### config.mk
export PLATFORM = sky130hd
export DESIGN_NAME = video_framer
export DESIGN_NICKNAME = d
export VERILOG_FILES = /design/src/rtl/video_framer.sv
export SDC_FILE = /design/constraint.sdc
export NUM_CORES = 1
export LEC_CHECK = 0
export CORE_ASPECT_RATIO = 1.1
export CORE_UTILIZATION = 59
export CTS_BUF_LIST = sky130_fd_sc_hd__clkbuf_8 sky130_fd_sc_hd__clkbuf_16
export CTS_CLUSTER_SIZE = 40
export DETAILED_ROUTE_END_ITERATION = 7
export PLACE_DENSITY = 0.85
export SYNTH_ARGS = -nofsm -noshare
export SYNTH_HDL_FRONTEND = slang
export SYNTH_SLANG_ARGS = --single-unit
### constraint.sdc
create_clock -name aclk -period 7.71 [get_ports aclk]
set_clock_uncertainty 0.1 [all_clocks]
set_input_delay 0.771 -clock aclk [delete_from_list [all_inputs] [get_ports aclk]]
set_output_delay 0.771 -clock aclk [all_outputs]
set_load 0.05 [all_outputs]
### src/rtl/video_framer.sv
// Retags a flat 32-bit fragment stream as AXI4-Stream video (tuser = start of frame,
// tlast = end of line) through a small elastic FIFO, with frame-done/count/error status.
module video_framer #(
  parameter int H_RES      = 640,
  parameter int V_RES      = 480,
  parameter int FIFO_DEPTH = 4
) (
  input  logic        aclk,
  input  logic        resetn,
  input  logic [31:0] s_axis_tdata,
  input  logic        s_axis_tvalid,
  input  logic        s_axis_tlast,
  output logic        s_axis_tready,
  output logic [23:0] m_axis_tdata,
  output logic        m_axis_tvalid,
  output logic        m_axis_tuser,
  output logic        m_axis_tlast,
  input  logic        m_axis_tready,
  input  logic        err_clear,
  output logic        frame_done,
  output logic        frame_err,
  output logic [15:0] frame_count
);
  localparam int AW = $clog2(FIFO_DEPTH);
  localparam int XW = $clog2(H_RES);
  localparam int YW = (V_RES > 1) ? $clog2(V_RES) : 1;
  localparam logic [XW-1:0] X_LAST   = XW'(H_RES - 1);
  localparam logic [YW-1:0] Y_LAST   = YW'(V_RES - 1);
  localparam logic [AW:0]   CNT_FULL = (AW+1)'(FIFO_DEPTH);

  // Entry layout: {rgb[23:0], sof, eol, eof}
  logic [26:0]   r_mem [FIFO_DEPTH];
  logic [AW-1:0] r_wr_ptr;
  logic [AW-1:0] r_rd_ptr;
  logic [AW:0]   r_count;
  logic          r_rdy_en;
  logic [XW-1:0] r_x;
  logic [YW-1:0] r_y;
  logic          r_done;
  logic          r_err;
  logic [15:0]   r_frame_count;

  logic        w_full;
  logic        w_empty;
  logic        w_push;
  logic        w_pop;
  logic [26:0] w_head;
  logic        w_x_last;
  logic        w_pos_last;
  logic        w_early;
  logic        w_sof;
  logic        w_eol;
  logic        w_eof;
  logic        w_err_set;
  logic        w_unused_hi;

  assign w_unused_hi = &{1'b0, s_axis_tdata[31:24]};

  assign w_full   = (r_count == CNT_FULL);
  assign w_empty  = (r_count == '0);
  assign w_head   = r_mem[r_rd_ptr];
  assign w_push   = s_axis_tvalid & s_axis_tready;
  assign w_pop    = ~w_empty & m_axis_tready;

  assign w_x_last   = (r_x == X_LAST);
  assign w_pos_last = w_x_last & (r_y == Y_LAST);
  assign w_early    = s_axis_tlast & ~w_pos_last;
  assign w_sof      = (r_x == '0) & (r_y == '0);
  assign w_eol      = w_x_last | w_early;
  assign w_eof      = w_pos_last | w_early;
  assign w_err_set  = w_push & (s_axis_tlast ^ w_pos_last);

  // Readiness only comes up on the first clock after reset release.
  assign s_axis_tready = r_rdy_en & ~w_full;
  assign m_axis_tvalid = ~w_empty;
  assign m_axis_tdata  = w_empty ? '0 : w_head[26:3];
  assign m_axis_tuser  = ~w_empty & w_head[2];
  assign m_axis_tlast  = ~w_empty & w_head[1];

  assign frame_done  = r_done;
  assign frame_err   = r_err;
  assign frame_count = r_frame_count;

  always_ff @(posedge aclk) begin
    if (w_push) r_mem[r_wr_ptr] <= {s_axis_tdata[23:0], w_sof, w_eol, w_eof};
  end

  always_ff @(posedge aclk or negedge resetn) begin
    if (!resetn) begin
      r_wr_ptr <= '0;
      r_rd_ptr <= '0;
      r_count  <= '0;
      r_rdy_en <= 1'b0;
    end else begin
      r_rdy_en <= 1'b1;
      if (w_push) r_wr_ptr <= r_wr_ptr + AW'(1);
      if (w_pop)  r_rd_ptr <= r_rd_ptr + AW'(1);
      case ({w_push, w_pop})
        2'b10:   r_count <= r_count + (AW+1)'(1);
        2'b01:   r_count <= r_count - (AW+1)'(1);
        default: r_count <= r_count;
      endcase
    end
  end

  // Pixel position; any end of frame (normal or early) restarts at the origin.
  always_ff @(posedge aclk or negedge resetn) begin
    if (!resetn) begin
      r_x <= '0;
      r_y <= '0;
    end else if (w_push) begin
      if (w_eof) begin
        r_x <= '0;
        r_y <= '0;
      end else if (w_x_last) begin
        r_x <= '0;
        r_y <= r_y + YW'(1);
      end else begin
        r_x <= r_x + XW'(1);
      end
    end
  end

  always_ff @(posedge aclk or negedge resetn) begin
    if (!resetn) begin
      r_done        <= 1'b0;
      r_err         <= 1'b0;
      r_frame_count <= '0;
    end else begin
      r_done <= w_pop & w_head[0];
      if (w_pop && w_head[0]) r_frame_count <= r_frame_count + 16'd1;
      if (w_err_set)      r_err <= 1'b1;
      else if (err_clear) r_err <= 1'b0;
    end
  end

endmodule

==> results.py, run 1 <==
metrics = {
    "run_status": {
        "outcome": "finished clean",
    },
    "power": {
        "p_leak_nw": 2.87,
        "p_switching_mw": 1.16,
        "seqPwrFrac_pct": 35.9,
        "ir_drop_mv": 0.252,
        "switching_share_pct": 36.9,
        "p_int_mw": 1.98,
        "power.density_cell_area_nw_per_um2": 397,
        "pwr-share-comb_pct": 37.0,
        "pwr-share-clk_pct": 27.1,
        "finalPower_mw": 3.14,
    },
    "synthesis": {
        "synth_compound_area_share_pct": 3.77,
        "synth_top_family_by_area": "simple AND/OR/NAND/NOR gates",
        "synth_mux_area_share_pct": 9.66,
        "synth-async-reset-ratio_pct": 29.4,
        "yosysUniqueCellTypes": 38,
        "synth_flop_cell": "edfxtp_1",
        "netlist_area_um2": 6410,
        "synth_edf_count": 108,
        "synthAdderAreaFrac_pct": 2.46,
        "synth-xor-area-share_pct": 3.69,
        "ys_seq_area_share_pct": 68.1,
        "synthSimpleGateAreaFrac_pct": 9.89,
        "synth_fp_nets": 452,
        "synth_warnings": 0,
        "syn_area_per_cell_um2": 16.0,
        "ys_seq_elements": 153,
        "synth_cells": 402,
    },
    "clock_network": {
        "post_cts_buffers": 0,
        "hold_buffers": 0,
        "root_buffer": "clkbuf_16",
        "cts_max_level": 4,
        "cts_tree": "done",
        "clock_latency_ns": 0.42,
        "clock_sinks": 153,
        "clockBufferDepth": 2,
        "numCtsBuffers": 17,
        "clk_pin_slew_ns": 0.06,
        "cts-resized-gates": 0,
    },
    "routing": {
        "vias": 3722,
        "dr.first_iter.drc_count": 259,
        "routedWlPerCell_um": 18.7,
        "avgViaCountPerCell": 5.85,
        "ant_nets": 0,
        "routed_wl_mm": 11.9,
        "drt_pass1_iterations": 4,
        "route.detailed.drc": 0,
    },
    "sta": {
        "setup_viol": 0,
        "fin_ws_ns": 3.92,
        "relSlewSlack_pct": 33.5,
        "max_clock_freq_mhz": 264,
        "fin_crit_ns": 3.79,
        "worst_pin_slew_ns": 0.984,
        "slew_violations": 0,
        "min_period_over_period_pct": 49.1,
        "tns_ns": 0,
        "holdWs_ns": 0.400,
        "rsz0062_at_grt": "false",
        "final_hold_viol_count": 0,
    },
    "die": {
        "die_y_um": 111,
        "start_util_pct": 61.1,
        "rows": 39,
        "ioPinCount": 84,
        "fp.dieW_um": 101,
        "core_um2": 10500,
        "dieArea_um2": 11300,
    },
    "worst_hold_path": {
        "min_path_type": "register to register",
        "hp-start": "frame_count[15]$_DFFE_PN0P_",
        "hold_end": "frame_count[15]$_DFFE_PN0P_",
        "hold_depth": 1,
    },
    "worst_setup_path": {
        "worstPathCellList": "mux4_2 -> and2_1 -> clkdlybuf4s50_1",
        "r2r_end": "r_y[6]$_DFFE_PN0P_",
        "reg2reg_slack_ns": 4.63,
        "cp-end-kind": "output pin",
        "critical_path_required_ns": 6.84,
        "crit_family": "flip-flops",
        "crit-reg2reg-launch": "r_x[0]$_DFFE_PN0P_",
        "reg2regPathDepth": 8,
        "cp.depth": 3,
        "crit_fanout": 29,
        "critPathSlowestCell": "dfrtp_2",
        "cp-start-kind": "register",
        "path_buf_inv": 1,
        "arrival_ns": 2.92,
        "critPathKind": "register to output pin",
        "critical-path-max-stage-delay_ns": 0.98,
    },
    "global_routing": {
        "grt_pass1_vias": 3838,
        "grt-ovfl-total": 0,
        "antenna_found_initial": 0,
        "grt_max_degree": 46,
        "grt_use_total_pct": 23.4,
        "grt_pass1_wl_mm": 19.2,
    },
    "placed_design": {
        "dpl.hpwl_mm": 7.08,
        "dpl_cell_area_um2": 7280,
        "numPortBuffers": 75,
        "gp_congestion": 0.838,
        "place_ws_ns": 4.29,
        "dp.cells": 604,
    },
    "layout": {
        "syn_to_final_growth_pct": 23.1,
        "fin_nets": 530,
        "layout-drive-gt1-share_pct": 14.0,
        "finalNonFillerCells": 636,
        "antennaDiodeCount": 0,
        "design_area_um2": 7900,
        "final_core_util_pct": 75.3,
    },
    "job": {
        "max-cap-violations": 0,
    },
}
==> synthesized netlist by cell type (11+ instances only) <==
| master | n | area (um^2) |
|---|---|---|
| ha_1 | 11 | 138 |
| nand3_1 | 12 | 60.1 |
| o31ai_1 | 11 | 82.6 |
| xor2_1 | 11 | 96.3 |
| edfxtp_1 | 108 | 3240 |
| and2_1 | 37 | 231 |
| xnor2_1 | 16 | 140 |
| mux4_2 | 27 | 608 |
| dfrtp_1 | 45 | 1130 |
| nand4_1 | 12 | 75.1 |
| inv_1 | 12 | 45.0 |
| o21ai_0 | 14 | 70.1 |
| nand2_1 | 15 | 56.3 |
==> power groups by stage <==
stage	combinational (mW)	sequential, mW	clock, mW
final	1.16	1.13	0.850
after CTS	1.17	1.13	0.860
after global placement	1.14	1.13	0
after floorplan	0.818	1.12	0
after global routing	1.23	1.15	0.897
after detailed placement	1.16	1.14	0
==> cells in the final DEF, fill, tap and decap left out, types with 2 or more instances in the layout <==
| cell | netlist | routed |
|---|---|---|
| mux4_2 | 27 | 27 |
| a41oi_1 | 2 | 2 |
| or3_1 | 2 | 2 |
| nor4_1 | 3 | 3 |
| buf_4 | 2 | 5 |
| and3_1 | 8 | 8 |
| dfrtp_1 | 45 | 44 |
| nand2_1 | 15 | 15 |
| clkdlybuf4s50_1 | 0 | 74 |
| and4_1 | 7 | 7 |
| clkinv_4 | 0 | 4 |
| xor2_1 | 11 | 11 |
| o31ai_1 | 11 | 11 |
| inv_1 | 12 | 12 |
| bufinv_16 | 0 | 3 |
| nor2_1 | 9 | 9 |
| and2_1 | 37 | 37 |
| nand3_1 | 12 | 12 |
| edfxtp_1 | 108 | 108 |
| ha_1 | 11 | 11 |
| a21oi_1 | 3 | 3 |
| o31a_1 | 2 | 2 |
| or4_1 | 2 | 2 |
| clkinvlp_4 | 0 | 2 |
| xnor2_1 | 16 | 16 |
| nand4_1 | 12 | 12 |
| clkbuf_16 | 0 | 17 |
| o21ai_0 | 14 | 14 |
| inv_6 | 0 | 4 |
==> worst reg2reg max path, stage by stage (launching register included) <==
cell	delay, ns
dfrtp_1	0.42
ha_1	0.28
and2_1	0.20
nand4_1	0.19
or4_1	0.16
ha_1	0.37
clkinv_1	0.36
or3_1	0.60
o41ai_2	0.30
==> cell families after synthesis <==
kind of cell,after synthesis
AOI/OAI and AO/OA,36
other,1
and+or+nand+nor,110
buffers and inverters,35
DFF,153
xor gates and xnor gates,27
adders and majority gates,12
muxes,28
==> worst max-delay path by stage <==
stage | slack, ns | to | from
after floorplan | 5.05 | m_axis_tdata[10] | r_rd_ptr[0]$_DFFE_PN0P_
after global placement | 4.29 | m_axis_tdata[23] | r_rd_ptr[0]$_DFFE_PN0P_
after detailed placement | 4.29 | m_axis_tdata[11] | r_rd_ptr[0]$_DFFE_PN0P_
after CTS | 3.82 | m_axis_tdata[23] | r_rd_ptr[0]$_DFFE_PN0P_
after global routing | 3.69 | m_axis_tdata[23] | r_rd_ptr[0]$_DFFE_PN0P_
final | 3.92 | m_axis_tdata[3] | r_rd_ptr[0]$_DFFE_PN0P_
==> sequential cells by signal, summed over array words and instances (netlist names) <==
register     cells
r_mem          108
frame_count     16
r_x             10
r_y              9
r_count          3
r_rd_ptr         2
r_wr_ptr         2
frame_done       1
frame_err        1
r_rdy_en         1
==> final cells by class <==
| type | count | area [um^2] |
|---|---|---|
| multi-input cells | 214 | 1890 |
| repair buffers | 80 | 783 |
| clock buffers | 17 | 425 |
| fillers | 615 | 2590 |
| flip-flops and latches | 153 | 4370 |
| well taps | 143 | 179 |
| clock inverters | 15 | 191 |
| inverters | 14 | 55.1 |
==> per-layer routing <==
layer	share of wire (%)	wire (um)	up-vias	global-route usage [%]
met4	1.6	195	0	9.18
met5	0	0	-	0
met1	42	4980	1912	30.1
met2	52	6210	113	37.4
li1	-	-	1681	-
met3	4.4	522	16	7.09
Power figures use the tool's default switching activity.
==> run 2: changes to the inputs <==
--- a/config.mk
+++ b/config.mk
@@ -6,11 +6,11 @@
 export NUM_CORES = 1
 export LEC_CHECK = 0
 export CORE_ASPECT_RATIO = 1.1
-export CORE_UTILIZATION = 59
+export CORE_UTILIZATION = 55
 export CTS_BUF_LIST = sky130_fd_sc_hd__clkbuf_8 sky130_fd_sc_hd__clkbuf_16
 export CTS_CLUSTER_SIZE = 40
 export DETAILED_ROUTE_END_ITERATION = 7
-export PLACE_DENSITY = 0.85
+export PLACE_DENSITY = 0.8
 export SYNTH_ARGS = -nofsm -noshare
 export SYNTH_HDL_FRONTEND = slang
 export SYNTH_SLANG_ARGS = --single-unit
==> constraint.sdc (replaced) <==
create_clock -name aclk -period 3.67 [get_ports aclk]
set_clock_uncertainty 0.1 [all_clocks]
set_input_delay 0.367 -clock aclk [delete_from_list [all_inputs] [get_ports aclk]]
set_output_delay 0.367 -clock aclk [all_outputs]
set_load 0.05 [all_outputs]
==> run 2 against run 1 <==
Worst setup slack worse by 3.4 ns. First-iteration DRC count fell by 25%. Critical path type unchanged. Clock power increased by 120%. Worst hold slack got worse by 0.38 ns. Total power grew 110%. Largest power group unchanged. Combinational power is 120% higher. Highest routed layer unchanged.
==> results.py, run 2 (synthesized netlist as in run 1, its figures left out) <==
metrics = {
    "power": {
        "pwr-share-comb_pct": 38.4,
        "pwr-share-clk_pct": 27.7,
        "ir_drop_mv": 0.622,
        "p_int_mw": 4.31,
        "power.density_cell_area_nw_per_um2": 842,
        "p_leak_nw": 2.90,
        "p_switching_mw": 2.39,
        "seqPwrFrac_pct": 33.9,
        "switching_share_pct": 35.7,
    },
    "worst_setup_path": {
        "cp-end-kind": "output pin",
        "cp-start-kind": "register",
        "critPathKind": "register to output pin",
        "critical_path_required_ns": 3.20,
        "crit_fanout": 27,
        "arrival_ns": 2.66,
    },
    "routing": {
        "ant_nets": 0,
        "drt_pass1_iterations": 5,
        "routedWlPerCell_um": 18.7,
        "dr.first_iter.drc_count": 194,
        "avgViaCountPerCell": 5.76,
        "routed_wl_mm": 12.0,
        "route.detailed.drc": 0,
        "vias": 3718,
    },
    "sta": {
        "relSlewSlack_pct": 29.5,
        "setup_viol": 0,
        "max_clock_freq_mhz": 320,
        "rsz0062_at_grt": "false",
        "final_hold_viol_count": 0,
        "slew_violations": 0,
        "tns_ns": 0,
        "worst_pin_slew_ns": 1.04,
        "min_period_over_period_pct": 85.2,
        "fin_ws_ns": 0.543,
        "fin_crit_ns": 3.13,
    },
    "layout": {
        "ff_latch_area_um2": 4370,
        "mostFrequentLayoutCells": "edfxtp_1 (108), clkdlybuf4s50_1 (74), dfrtp_1 (44), and2_1 (37), mux4_2 (27)",
        "design_area_um2": 7950,
        "multiInputGateArea_um2": 1890,
        "finalNonFillerCells": 645,
        "largest_reg_flops": 108,
        "num-fill-cells": 744,
        "syn_to_final_growth_pct": 23.9,
        "fin_nets": 534,
        "largest_register": "r_mem",
        "antennaDiodeCount": 0,
        "layout_commonest_cell": "edfxtp_1",
        "layout-drive-gt1-share_pct": 14.1,
    },
    "global_routing": {
        "grt_pass1_wl_mm": 19.8,
        "grt-ovfl-total": 0,
        "grt_pass1_vias": 3950,
        "grt_max_degree": 46,
        "antenna_found_initial": 0,
        "grt_use_total_pct": 22.0,
    },
    "clock_network": {
        "clockBufferDepth": 2,
        "post_cts_buffers": 0,
        "clock_latency_ns": 0.41,
        "hold_buffers": 0,
        "clk_pin_slew_ns": 0.06,
        "cts-resized-gates": 0,
        "numCtsBuffers": 17,
        "cts_tree": "done",
        "cts_max_level": 4,
        "root_buffer": "clkbuf_16",
        "clock_sinks": 153,
    },
    "placed_design": {
        "dpl.hpwl_mm": 7.45,
        "dp.cells": 615,
        "dpl_cell_area_um2": 7320,
        "numPortBuffers": 75,
        "place_ws_ns": 0.694,
        "gp_congestion": 0.790,
    },
    "die": {
        "fp.dieW_um": 105,
        "die_y_um": 115,
        "core_um2": 11400,
        "dieArea_um2": 12100,
        "rows": 41,
        "start_util_pct": 56.1,
        "ioPinCount": 84,
    },
    "worst_hold_path": {
        "min_path_type": "primary input to async pin",
    },
    "run_status": {
        "outcome": "finished clean",
    },
    "job": {
        "max-cap-violations": 0,
    },
}
==> run 2: critical path: stages, from the launching register on <==
cell	delay, ns
dfrtp_1	0.42
or3_1	0.71
and2_1	0.26
clkdlybuf4s50_1	0.83
==> run 2: per-stage QoR <==
| stage | utilization [%] | hold WS [ns] | total power, mW |
|---|---|---|---|
| final | 69.5 | 0.0221 | 6.70 |
| after global routing | 69.5 | 0.0905 | 6.97 |
| after CTS | 69.5 | 0.0458 | 6.76 |
| after detailed placement | 64.0 | 0.368 | 4.90 |
| after global placement | 64.0 | 0.367 | 4.83 |
| after floorplan | - | -0.0286 | 4.08 |
==> run 2: path summary, 6_finish.rpt <==
check,startpoint,end,slack [ns],cells after the start
setup / recovery,r_count[0]$_DFFE_PN0P_,m_axis_tdata[7],0.54,3
hold / removal,resetn,frame_count[10]$_DFFE_PN0P_,0.02,1
setup reg to reg,r_x[0]$_DFFE_PN0P_,r_y[6]$_DFFE_PN0P_,0.59,8
hold reg to reg,frame_count[15]$_DFFE_PN0P_,frame_count[15]$_DFFE_PN0P_,0.38,1
max in group asynchronous,resetn,r_rd_ptr[0]$_DFFE_PN0P_,2.77,1
min in group aclk,frame_count[15]$_DFFE_PN0P_,frame_count[15]$_DFFE_PN0P_,0.38,1
==> run 2: power by group through the flow <==
stage                     logic, mW  clock network, mW  registers (mW)
after floorplan                1.72                  0            2.36
after global placement         2.55                  0            2.28
after detailed placement       2.59                  0            2.30
after CTS                      2.60               1.88            2.28
after global routing           2.73               1.94            2.30
final                          2.57               1.85            2.27
==> run 2: cell type report <==
class,count,share of cell area (%)
tap,150,2.36
inverter,14,0.693
timing repair buffer,84,10.2
sequential,153,55.0
clock inverter,13,2.55
clock buffer,17,5.35
multi-input combinational,214,23.8
==> run 2: routing by layer <==
| metal | up-vias | global-route usage [%] | wire, um |
|---|---|---|---|
| met5 | - | 0 | 0 |
| met2 | 117 | 38.3 | 6430 |
| li1 | 1687 | - | - |
| met3 | 13 | 5.44 | 539 |
| met4 | 0 | 8.92 | 123 |
| met1 | 1901 | 26.5 | 4950 |
